**src/rtl/apb_req_arbiter.sv**
```systemverilog
// Round-robin arbiter sharing one APB master port between NUM_REQ requesters.
// Drives SETUP/ACCESS, honours PREADY wait states and aborts hung transfers.
module apb_req_arbiter #(
  parameter int NUM_REQ = 4,
  parameter int ADDR_W  = 8,
  parameter int DATA_W  = 8,
  parameter int TIMEOUT = 255
) (
  input  logic                        clk,
  input  logic                        rst_n,
  input  logic [NUM_REQ-1:0]          req,
  input  logic [NUM_REQ-1:0]          req_write,
  input  logic [2*NUM_REQ-1:0]        req_slave_id,
  input  logic [ADDR_W*NUM_REQ-1:0]   req_addr,
  input  logic [DATA_W*NUM_REQ-1:0]   req_wdata,
  output logic [NUM_REQ-1:0]          done,
  output logic                        err,
  output logic                        timeout,
  output logic [DATA_W-1:0]           rdata,
  output logic                        busy,
  output logic [3:0]                  psel,
  output logic                        penable,
  output logic                        pwrite,
  output logic [ADDR_W-1:0]           paddr,
  output logic [DATA_W-1:0]           pwdata,
  input  logic [DATA_W-1:0]           prdata,
  input  logic                        pready,
  input  logic                        pslverr
);

  localparam int IDX_W = $clog2(NUM_REQ);

  typedef struct packed {
    logic              write;
    logic [1:0]        id;
    logic [ADDR_W-1:0] addr;
    logic [DATA_W-1:0] wdata;
  } req_t;

  typedef enum logic [1:0] {S_IDLE, S_SETUP, S_ACCESS, S_COMPLETE} state_t;

  state_t               state, nxt;
  req_t [NUM_REQ-1:0]   lane;
  req_t                 lat;
  logic [IDX_W-1:0]     win, ptr, pick;
  logic [IDX_W:0]       rr_idx;
  logic [7:0]           cnt;
  logic                 err_q, to_q, to_hit;

  for (genvar g = 0; g < NUM_REQ; g++) begin : g_lane
    assign lane[g] = {req_write[g], req_slave_id[2*g +: 2],
                      req_addr[ADDR_W*g +: ADDR_W], req_wdata[DATA_W*g +: DATA_W]};
  end

  // Scan downwards so the lowest offset from ptr is the last (winning) assignment.
  always_comb begin
    pick   = '0;
    rr_idx = '0;
    for (int k = NUM_REQ-1; k >= 0; k--) begin
      rr_idx = {1'b0, ptr} + (IDX_W+1)'(k);
      if (rr_idx >= (IDX_W+1)'(NUM_REQ)) rr_idx = rr_idx - (IDX_W+1)'(NUM_REQ);
      if (req[rr_idx[IDX_W-1:0]]) pick = rr_idx[IDX_W-1:0];
    end
  end

  // cnt holds ACCESS cycles already spent, so the abort fires on the TIMEOUT-th one.
  assign to_hit = (cnt == 8'(TIMEOUT-1));

  always_comb begin
    nxt = state;
    case (state)
      S_IDLE:     if (|req) nxt = S_SETUP;
      S_SETUP:    nxt = S_ACCESS;
      S_ACCESS:   if (pready || to_hit) nxt = S_COMPLETE;
      S_COMPLETE: nxt = S_IDLE;
      default:    nxt = S_IDLE;
    endcase
  end

  always_ff @(posedge clk or negedge rst_n) begin
    if (!rst_n) state <= S_IDLE;
    else        state <= nxt;
  end

  always_ff @(posedge clk or negedge rst_n) begin
    if (!rst_n) begin
      lat   <= '0;
      win   <= '0;
      ptr   <= '0;
      cnt   <= '0;
      err_q <= 1'b0;
      to_q  <= 1'b0;
      rdata <= '0;
    end else begin
      case (state)
        S_IDLE: if (|req) begin
          win <= pick;
          lat <= lane[pick];
        end
        S_ACCESS: begin
          cnt <= cnt + 8'd1;
          if (pready) begin
            err_q <= pslverr;
            to_q  <= 1'b0;
            if (!lat.write) rdata <= prdata;
          end else if (to_hit) begin
            err_q <= 1'b1;
            to_q  <= 1'b1;
          end
        end
        S_COMPLETE: begin
          cnt   <= '0;
          err_q <= 1'b0;
          to_q  <= 1'b0;
          ptr   <= (win == IDX_W'(NUM_REQ-1)) ? '0 : win + 1'b1;
        end
        default: ;
      endcase
    end
  end

  // Bus-side fields come straight from the latch so they stay stable across SETUP/ACCESS.
  assign busy    = (state != S_IDLE);
  assign psel    = (state == S_SETUP || state == S_ACCESS) ? (4'b0001 << lat.id) : 4'b0000;
  assign penable = (state == S_ACCESS);
  assign pwrite  = lat.write;
  assign paddr   = lat.addr;
  assign pwdata  = lat.wdata;
  assign done    = (state == S_COMPLETE) ? ({{(NUM_REQ-1){1'b0}}, 1'b1} << win) : '0;
  assign err     = (state == S_COMPLETE) & err_q;
  assign timeout = (state == S_COMPLETE) & to_q;

endmodule

```
**config.mk**
```make
export PLATFORM = sky130hd
export DESIGN_NAME = apb_req_arbiter
export DESIGN_NICKNAME = d
export VERILOG_FILES = /design/src/rtl/apb_req_arbiter.sv
export SDC_FILE = /design/constraint.sdc
export NUM_CORES = 1
export LEC_CHECK = 0
export BUFFER_PORTS_ARGS = -buffer_cell sky130_fd_sc_hd__buf_2
export CAP_MARGIN = 20
export CORE_ASPECT_RATIO = 0.8
export CORE_MARGIN = 1
export CORE_UTILIZATION = 50
export CTS_BUF_LIST = sky130_fd_sc_hd__clkbuf_4
export CTS_CLUSTER_SIZE = 20
export DETAILED_ROUTE_END_ITERATION = 12
export HOLD_SLACK_MARGIN = 0.1
export PLACE_DENSITY = 0.9
export SYNTH_ARGS = -nofsm -noshare
export SYNTH_HDL_FRONTEND = slang
export SYNTH_SLANG_ARGS = --single-unit
```
**constraint.sdc**
```tcl
create_clock -name clk -period 2.77 [get_ports clk]
set_input_delay 0.1385 -clock clk [delete_from_list [all_inputs] [get_ports clk]]
set_output_delay 0.1385 -clock clk [all_outputs]
set_load 0.05 [all_outputs]
```
[Yosys cells after proc, flatten, opt, wreduce, memory -nomap -nowiden]
Cells that the tools add are included.
Storage, ports and cells
  memories kept: 0
  latch bits: 0
  output and inout port bits: 37
  flip-flop bits (word level): 43
  RAM bits: 0
  memory bits (read-only): 0
  bits of input ports: 92
Cells by class
  muxes and demuxes: 30
  divide/modulo/power cells: 0
  equal/unequal tests: 8
  magnitude comparators: 9
  multipliers: 0
  add/subtract/negate cells: 9
  shift operators: 2
  reduce and logical (&&, ||, !) cells: 10
  bitwise operators: 3
Operator list (count)
  $bmux W19 S2: 1
  $mux W2: 11
  $mux W19: 1
  $pmux W8 S2: 1
  $lt A2 B3 Y1 const B: 5
  $ge A3 B3 Y1 const B: 3
  $add A8 B1 Y8 const B: 1
  $bmux W1 S2: 4
  $eq A8 B8 Y1 const B: 1
  $mux W4: 2
  $pmux W2 S4: 1
  $shl A1 B2 Y4 const A: 2
  $sub A2 B1 Y2 const B: 4
  $mux W1: 7
  $add A2 B2 Y3 const B: 2
  $eq A2 B2 Y1 const B: 3
  $reduce_and A2 Y1: 3
  $pmux W1 S2: 2
  $reduce_bool A2 Y1: 2
  $reduce_or A4 Y1: 1
  $add A2 B1 Y3 const B: 1
  $ge A2 B3 Y1 const B: 1
  $ne A3 B1 Y1 const B: 1
  $reduce_and A3 Y1: 1
  8 further kinds: 10

[Longest topological paths before layout]
Gate-level depths: netlist of run 1.
  depth in word-level cells: 11
  gate-level depth with buffers: 7
  depth with buffers taken out: 7

[Least setup slack after synthesis of run 1]
OpenSTA, ideal clock, no wires.
  path kind: register to output
  start: register state[0]
  end: output psel[0]
  required time: 2.632 ns
  arrival time: 1.882 ns
  buffers on the path: 0
  path slack: 0.750 ns
  stages on the path, launching flop included: 4
  cell sequence: dfrtp_1 > inv_1 > ha_1 > nor3b_1
Between the ends
  cells in the longest elaborated chain, start to end: 3
  elaborated cells between the ends (all ways): 4
RTL lines
  start, declared: RTL line 42  | state_t state, nxt;
  start signal, assigned: RTL line 82  | else state <= nxt;
  $eq A2 B1 Y1 / $eq A2 B2 Y1 (equally long branches): RTL line 124  | assign psel = (state == S_SETUP || state == S_ACCESS) ? (4'b0001 << lat.id) : 4'b0000;
  $logic_or A1 B1 Y1 *: RTL line 124
  $mux W4 *: RTL line 124
  end, declared: RTL line 21  | output logic [3:0] psel,
Every way passes the cells marked *; elsewhere a longest branch is shown, timed or not.

[Worst setup path in the final report of run 1]
  start: register state[1]
  end: output done[2]
Between the ends
  cells in the longest elaborated chain, start to end: 2
RTL lines
  $eq A2 B2 Y1: RTL line 129  | assign done = (state == S_COMPLETE) ? ({{(NUM_REQ-1){1'b0}}, 1'b1} << win) : '0;
  $mux W4: RTL line 129
  end, declared: RTL line 16  | output logic [NUM_REQ-1:0] done,
No other way between the ends.

==> metrics.md, run 1 <==
| Metric | Value |
|---|---|
| Yosys cell types | 38 |
| Post-Route Utilization | 70.0% |
| R2r setup slk | 0.87 ns |
| Clk root buf | clkbuf_4 |
| First-pass GRT wire length | 9330 µm |
| Final net count | 471 |
| Synth Area in Simple Gates | 12.7% |
| Overall power | 0.00381 W |
| Hold WS | 0.105 ns |
| Final Critical Period | 1.97 ns |
| Compound-cell area share of the yosys netlist | 11.0% |
| Max_cap viols | 0 |
| Core box area | 4760 µm² |
| Chip Width | 82.3 µm |
| Via density | 5.31 |
| DR vias | 2283 |
| VDD IR max | 0.852 mV |
| Outcome | completed |
| Final hold vios | 0 |
| Least-Margin Pin Slew | 0.929 ns |
| Clock Path Buffers | 2 |
| CTS Hold Bufs | 11 |
| Commonest non-fill, non-tap cells in the layout | buf_2, dfrtp_1, mux2i_1 |
| Reg2Reg Depth | 5 |
| Slowest-stage cell, CP | ha_1 |
| Fill cell count | 373 |
| Mapped cell area | 2580 µm² |
| Initial antenna violation count | 0 |
| Final Cycle Share | 71.2% |
| YS warnings | 0 |
| Crit path kind | reg2out |
| CTS tree | yes |
| DRT Wirelength | 6010 µm |
| Crit path capture type | output pin |
| Synth Area in XOR/XNOR | 1.70% |
| Layout cells sized above 1 | 40.8% |
| Worst min path class | in2reg |
| Max Clk Rate | 0.507 GHz |
| Ant. Diodes | 0 |
| Slowest stage delay, CP | 0.58 ns |
| Reg-to-Reg End | state[1] |
| Die ar. | 5460 µm² |
| Drt first-iter violations | 136 |
| Worst-path cell chain | ha_1, and2_1, buf_2 |
| Synthesized-area fraction occupied by adder cells | 4.36% |
| Critical Path Start Type | register |
| Pin count of the biggest net entering global routing | 44 |
| Worst Path Required | 2.63 ns |
| Commonest non-fill, non-tap cell in the layout | buf_2 |
| Multiplexer area fraction after synthesis | 19.4% |
| Clk pin slew, worst setup/hold paths | 0.12 ns |
| Setup-failing EPs final | 0 |
| CTS H-tree depth | 2 |
| Gr usage total | 22.8% |
| Initial Utilization | 54.2% |
| Synth Net Count | 350 |
| Global placer's final weighted congestion | 0.755 |
| Setup TNS Final | 0 ns |
| Main combinational cell family by area after synthesis | multiplexers |
| Port bufs | 128 |
| Dpl hpwl | 4610 µm |
| Drt first pass iters | 4 |
| Setup bufs post-CTS | 0 |
| Worst Hold End | paddr[7] |
| RSZ-0062 raised after global routing | no |
| WL per Instance | 14.0 µm |
| Leakage power | 1.84 nW |
| CP arrival | 1.83 ns |
| Final slew viol count | 0 |
| CTS buffer count | 5 |
| DRC viols | 0 |
| Clock latency on the worst-skew pair | 0.34 ns |
| Slew headroom | 38.1% |
| Area grow syn2layout | 29.2% |
| Hold path depth | 3 |
| CTS resizes | 0 |
| Syn Inst Count | 249 |
| Vias in the first global route | 2072 |
| Row count | 22 |
| Top-Level Pins | 129 |
| DIE HEIGHT | 66.3 µm |
| #FFs+latches synth | 43 |
| Hold path startpoint | req_addr[31] |
| Worst r2r src | state[0] |
| Worst-path maximum fanout | 21 |
| Clock Skews | 0.0120 ns |
| Average size of a mapped cell | 10.4 µm² |
| # clock sinks | 43 |
| Sequential area share after synthesis | 41.7% |
| Routed Antenna Nets | 0 |
| PwrDens | 1140 nW/µm² |
| GRT overflow | 0 |
## cell type report
class                           instances  area, µm²  area share, %
Timing Repair Buffer                  143        793           23.8
Multi-Input combinational cell        167       1280           38.3
Inverter                               10       37.5           1.13
Clock inverter                          1       30.0          0.900
Sequential cell                        43       1080           32.3
Tap cell                               60       75.1           2.25
Clock buffer                            6       45.0           1.35
## worst max-delay path by stage
stage / start / end / slack [ns]
2_1_floorplan: state[0] / psel[0] / 0.75
3_3_place_gp: state[0] / rdata[6] / 0.95
3_5_place_dp: state[0] / cnt[5] / 0.89
4_1_cts: state[1] / done[2] / 0.79
5_1_grt: state[0] / cnt[5] / 0.70
6_report: state[1] / done[2] / 0.80
## stage by stage
stage | setup WS [ns] | std cells | area [µm²]
after floorplan | 0.750 | 249 | 2580
after global placement | 0.946 | 412 | 3150
after detailed placement | 0.895 | 412 | 3150
after CTS | 0.786 | 430 | 3340
after global routing | 0.696 | 430 | 3340
final | 0.798 | 430 | 3340
## synthesized netlist by cell type
cell type | count | area share, %
a21oi_1 | 5 | 0.97
xnor2_1 | 1 | 0.34
o22a_1 | 1 | 0.34
o221ai_1 | 19 | 6.4
ha_1 | 9 | 4.4
nor3b_1 | 2 | 0.58
nor2b_1 | 1 | 0.24
inv_2 | 1 | 0.15
xor2_1 | 4 | 1.4
inv_1 | 9 | 1.3
clkbuf_1 | 4 | 0.58
nand2b_1 | 3 | 0.73
nor4_1 | 1 | 0.24
and3_1 | 2 | 0.48
o21ai_0 | 7 | 1.4
or3_1 | 2 | 0.48
buf_6 | 2 | 0.87
o22ai_2 | 1 | 0.48
dfrtp_1 | 43 | 42
buf_1 | 1 | 0.15
and3b_1 | 1 | 0.34
nor3_1 | 2 | 0.39
nor2_1 | 11 | 1.6
mux2_2 | 9 | 3.9
nand4_1 | 4 | 0.97
or2_1 | 1 | 0.24
nand2_1 | 27 | 3.9
and2_1 | 6 | 1.5
buf_2 | 4 | 0.78
o21ai_1 | 1 | 0.19
nand3b_1 | 2 | 0.58
o22ai_1 | 1 | 0.24
mux2i_1 | 40 | 16
nand3_1 | 1 | 0.19
buf_4 | 18 | 5.2
a221oi_2 | 1 | 0.58
and2b_1 | 1 | 0.29
a2bb2o_1 | 1 | 0.39
## flip-flops by register name (all words and copies together), names as in the netlist
name and count:
cnt 8, err_q 1, lat 2, paddr 8, ptr 2, pwdata 8
pwrite 1, rdata 8, state 2, to_q 1, win 2
## critical path, delay by kind of cell (launching register included)
| family | cells | cell delay (ns) |
|---|---|---|
| flops | 1 | 0.42 |
| fa+ha+maj | 1 | 0.58 |
| simple gates | 1 | 0.23 |
| buf+inv | 1 | 0.26 |
## power by group
group	switching (W)	total, W	internal [W]
logic	0.00160	0.00236	0.000761
clock network	0.000188	0.000384	0.000196
registers	0.000176	0.00107	0.000894
total	0.00196	0.00381	0.00185
## routing by layer
metal | wire length, µm | up-vias | track usage [%]
met4 | 80 | 0 | 7.24
met3 | 278 | 10 | 4.55
met1 | 2630 | 1088 | 30.0
met2 | 3020 | 77 | 37.6
met5 | 0 | - | 0
li1 | - | 1108 | -
## kinds of logic (layout without fill, tap and decap cells)
logic type                 after synthesis  in the layout
and+or+nand+nor                         67             67
muxes                                   49             49
DFF                                     43             43
buffers and inverters                   39            160
AOI/OAI and AO/OA                       37             37
adders and majority gates                9              9
xor gates and xnor gates                 5              5
Power figures use the tool's default switching activity.
==> inputs of run 2 (changes only) <==
Settings changed: CORE_UTILIZATION 50 to 47, PLACE_DENSITY 0.9 to 0.86.
Clock period 2.77 ns to 2.05 ns, I/O delays scaled along.
==> metrics.md, run 2 (synthesis gave the netlist of run 1 again) <==
| Metric | Value |
|---|---|
| Crit path capture type | register |
| Design Area, Final | 3970 µm² |
| Placed cell area | 3190 µm² |
| Worst r2r src | ptr[0] |
| Switching Fraction | 53.3% |
| DIE HEIGHT | 68.3 µm |
| Clk pin slew, worst setup/hold paths | 0.13 ns |
| # clock sinks | 43 |
| GRT overflow | 0 |
| Final hold vios | 0 |
| First-pass GRT wire length | 13200 µm |
| Drt first pass iters | 9 |
| Top Family by Delay on Critical Path | simple AND/OR/NAND/NOR gates |
| Hold path startpoint | req_addr[4] |
| Die ar. | 5790 µm² |
| Overall power | 0.00534 W |
| Routed Antenna Nets | 0 |
| Worst-path maximum fanout | 20 |
| Row count | 23 |
| Outcome | finished, violations left |
| Dpl hpwl | 4930 µm |
| Worst-path cell chain | and2b_1, nor2_1, a2bb2o_1, or2_2, o221ai_1 |
| Commonest non-fill, non-tap cell in the layout | buf_2 |
| Setup TNS Final | 0 ns |
| Clock Skews | 0.0166 ns |
| WL per Instance | 17.4 µm |
| Layout cells sized above 1 | 35.6% |
| Comb power frac | 64.8% |
| Sequential share of power | 27.4% |
| Clock Power Share | 7.8% |
| NetSw | 0.00285 W |
| Ant. Diodes | 0 |
| Worst min path class | in2reg |
| Final slew viol count | 0 |
| Chip Width | 84.9 µm |
| CP startpoint | ptr[0] |
| Final net count | 538 |
| Global placer's final weighted congestion | 0.802 |
| CTS H-tree depth | 2 |
| Slowest-stage cell, CP | or2_2 |
| Leakage power | 2.11 nW |
| Final Critical Period | 1.85 ns |
| Max Clk Rate | 0.540 GHz |
| Setup-failing EPs final | 0 |
| Commonest non-fill, non-tap cells in the layout | buf_2, dlygate4sd3_1, dfrtp_1 |
| Port bufs | 128 |
| Failing checks | DRC |
| DRC viols | 4 |
| Initial Utilization | 50.1% |
| Clk root buf | clkbuf_4 |
| Slowest stage delay, CP | 0.46 ns |
| CP arrival | 2.09 ns |
| CTS tree | yes |
| Worst Path Required | 2.29 ns |
| Clock Path Buffers | 2 |
| Setup bufs post-CTS | 0 |
| VDD IR max | 0.740 mV |
| Top-Level Pins | 129 |
| Slew headroom | 72.7% |
| Pin count of the biggest net entering global routing | 40 |
| Initial antenna violation count | 0 |
| Drt first-iter violations | 152 |
| Core box area | 5150 µm² |
| Vias in the first global route | 2802 |
| CTS buffer count | 5 |
| Final Cycle Share | 90.3% |
| CP Buf/Inv Count | 0 |
| Max_cap viols | 0 |
| Crit path kind | reg2reg |
| DR vias | 2748 |
| Least-Margin Pin Slew | 0.405 ns |
| Via density | 5.50 |
| Clock latency on the worst-skew pair | 0.36 ns |
| DRT Wirelength | 8710 µm |
| PwrDens | 1340 nW/µm² |
| Critical Path Start Type | register |
| Gr usage total | 30.6% |
| RSZ-0062 raised after global routing | no |
| Total internal power | 0.00250 W |
| Area grow syn2layout | 54.0% |
run 2: changes by cell type in the layout (fill, tap and decap cells not counted):
cell / previous run / this run
clkinv_1: 0 / 2
or2_2: 0 / 1
or2_1: 1 / 0
buf_4: 3 / 8
bufinv_16: 1 / 0
dlygate4sd3_1: 11 / 73
run 2: repair_timing:
item                       4_1_cts  5_1_grt
hold endpoints to repair        70        1
setup endpoints to repair        0        2
resized for setup                0        1
hold buffers                    71        2
run 2: final cells by class:
cell class	count	area, µm²
Tap cell	62	77.6
Timing Repair Buffer	210	1450
Multi-Input combinational cell	167	1280
Inverter	10	37.5
Sequential cell	43	1080
Fill cell	331	1180
Clock buffer	6	45.0
Clock inverter	2	7.51
run 2: worst paths after layout:
kind                        endpoint  slack [ns]  cells after the start
min reg2reg                pwdata[0]        0.51                      2
min                         paddr[4]        0.09                      3
min in group asynchronous  pwdata[2]        0.18                      2
max                         paddr[2]        0.20                      5
max in group asynchronous   rdata[2]        1.29                      3
max reg2reg                 paddr[2]        0.20                      5
run 2: worst reg2reg max path, delay by kind of cell, from the launching register on:
kind,cells,cell delay [ns]
compound gates,2,0.64
flops,1,0.36
simple gates,3,0.73
run 2: power groups by stage:
stage	clock network (W)	logic, W	registers, W
floorplan	0	0.00240	0.00173
global placement	0	0.00316	0.00144
detailed placement	0	0.00326	0.00146
CTS	0.000417	0.00337	0.00145
global route	0.000453	0.00367	0.00150
finish	0.000416	0.00346	0.00146
run 2: per-layer routing:
layer	vias up	GRT usage, %	share of wire, %	wire (µm)
met5	-	0	0	0
met4	0	21.2	6.0	520
met3	49	6.76	5.3	465
met2	149	58.0	53	4600
met1	1301	31.0	36	3120
li1	1249	-	-	-
run 2: metrics by stage:
step	hold slack (ns)	utilization, %	setup WS, ns	instances
final	0.0945	77.1	0.200	500
after global routing	0.103	77.1	0.0655	500
after CTS	0.100	76.8	0.165	498
after floorplan	-0.193	-	0.0658	249
after detailed placement	0.0317	61.9	0.154	419
after global placement	0.0271	61.9	0.245	419
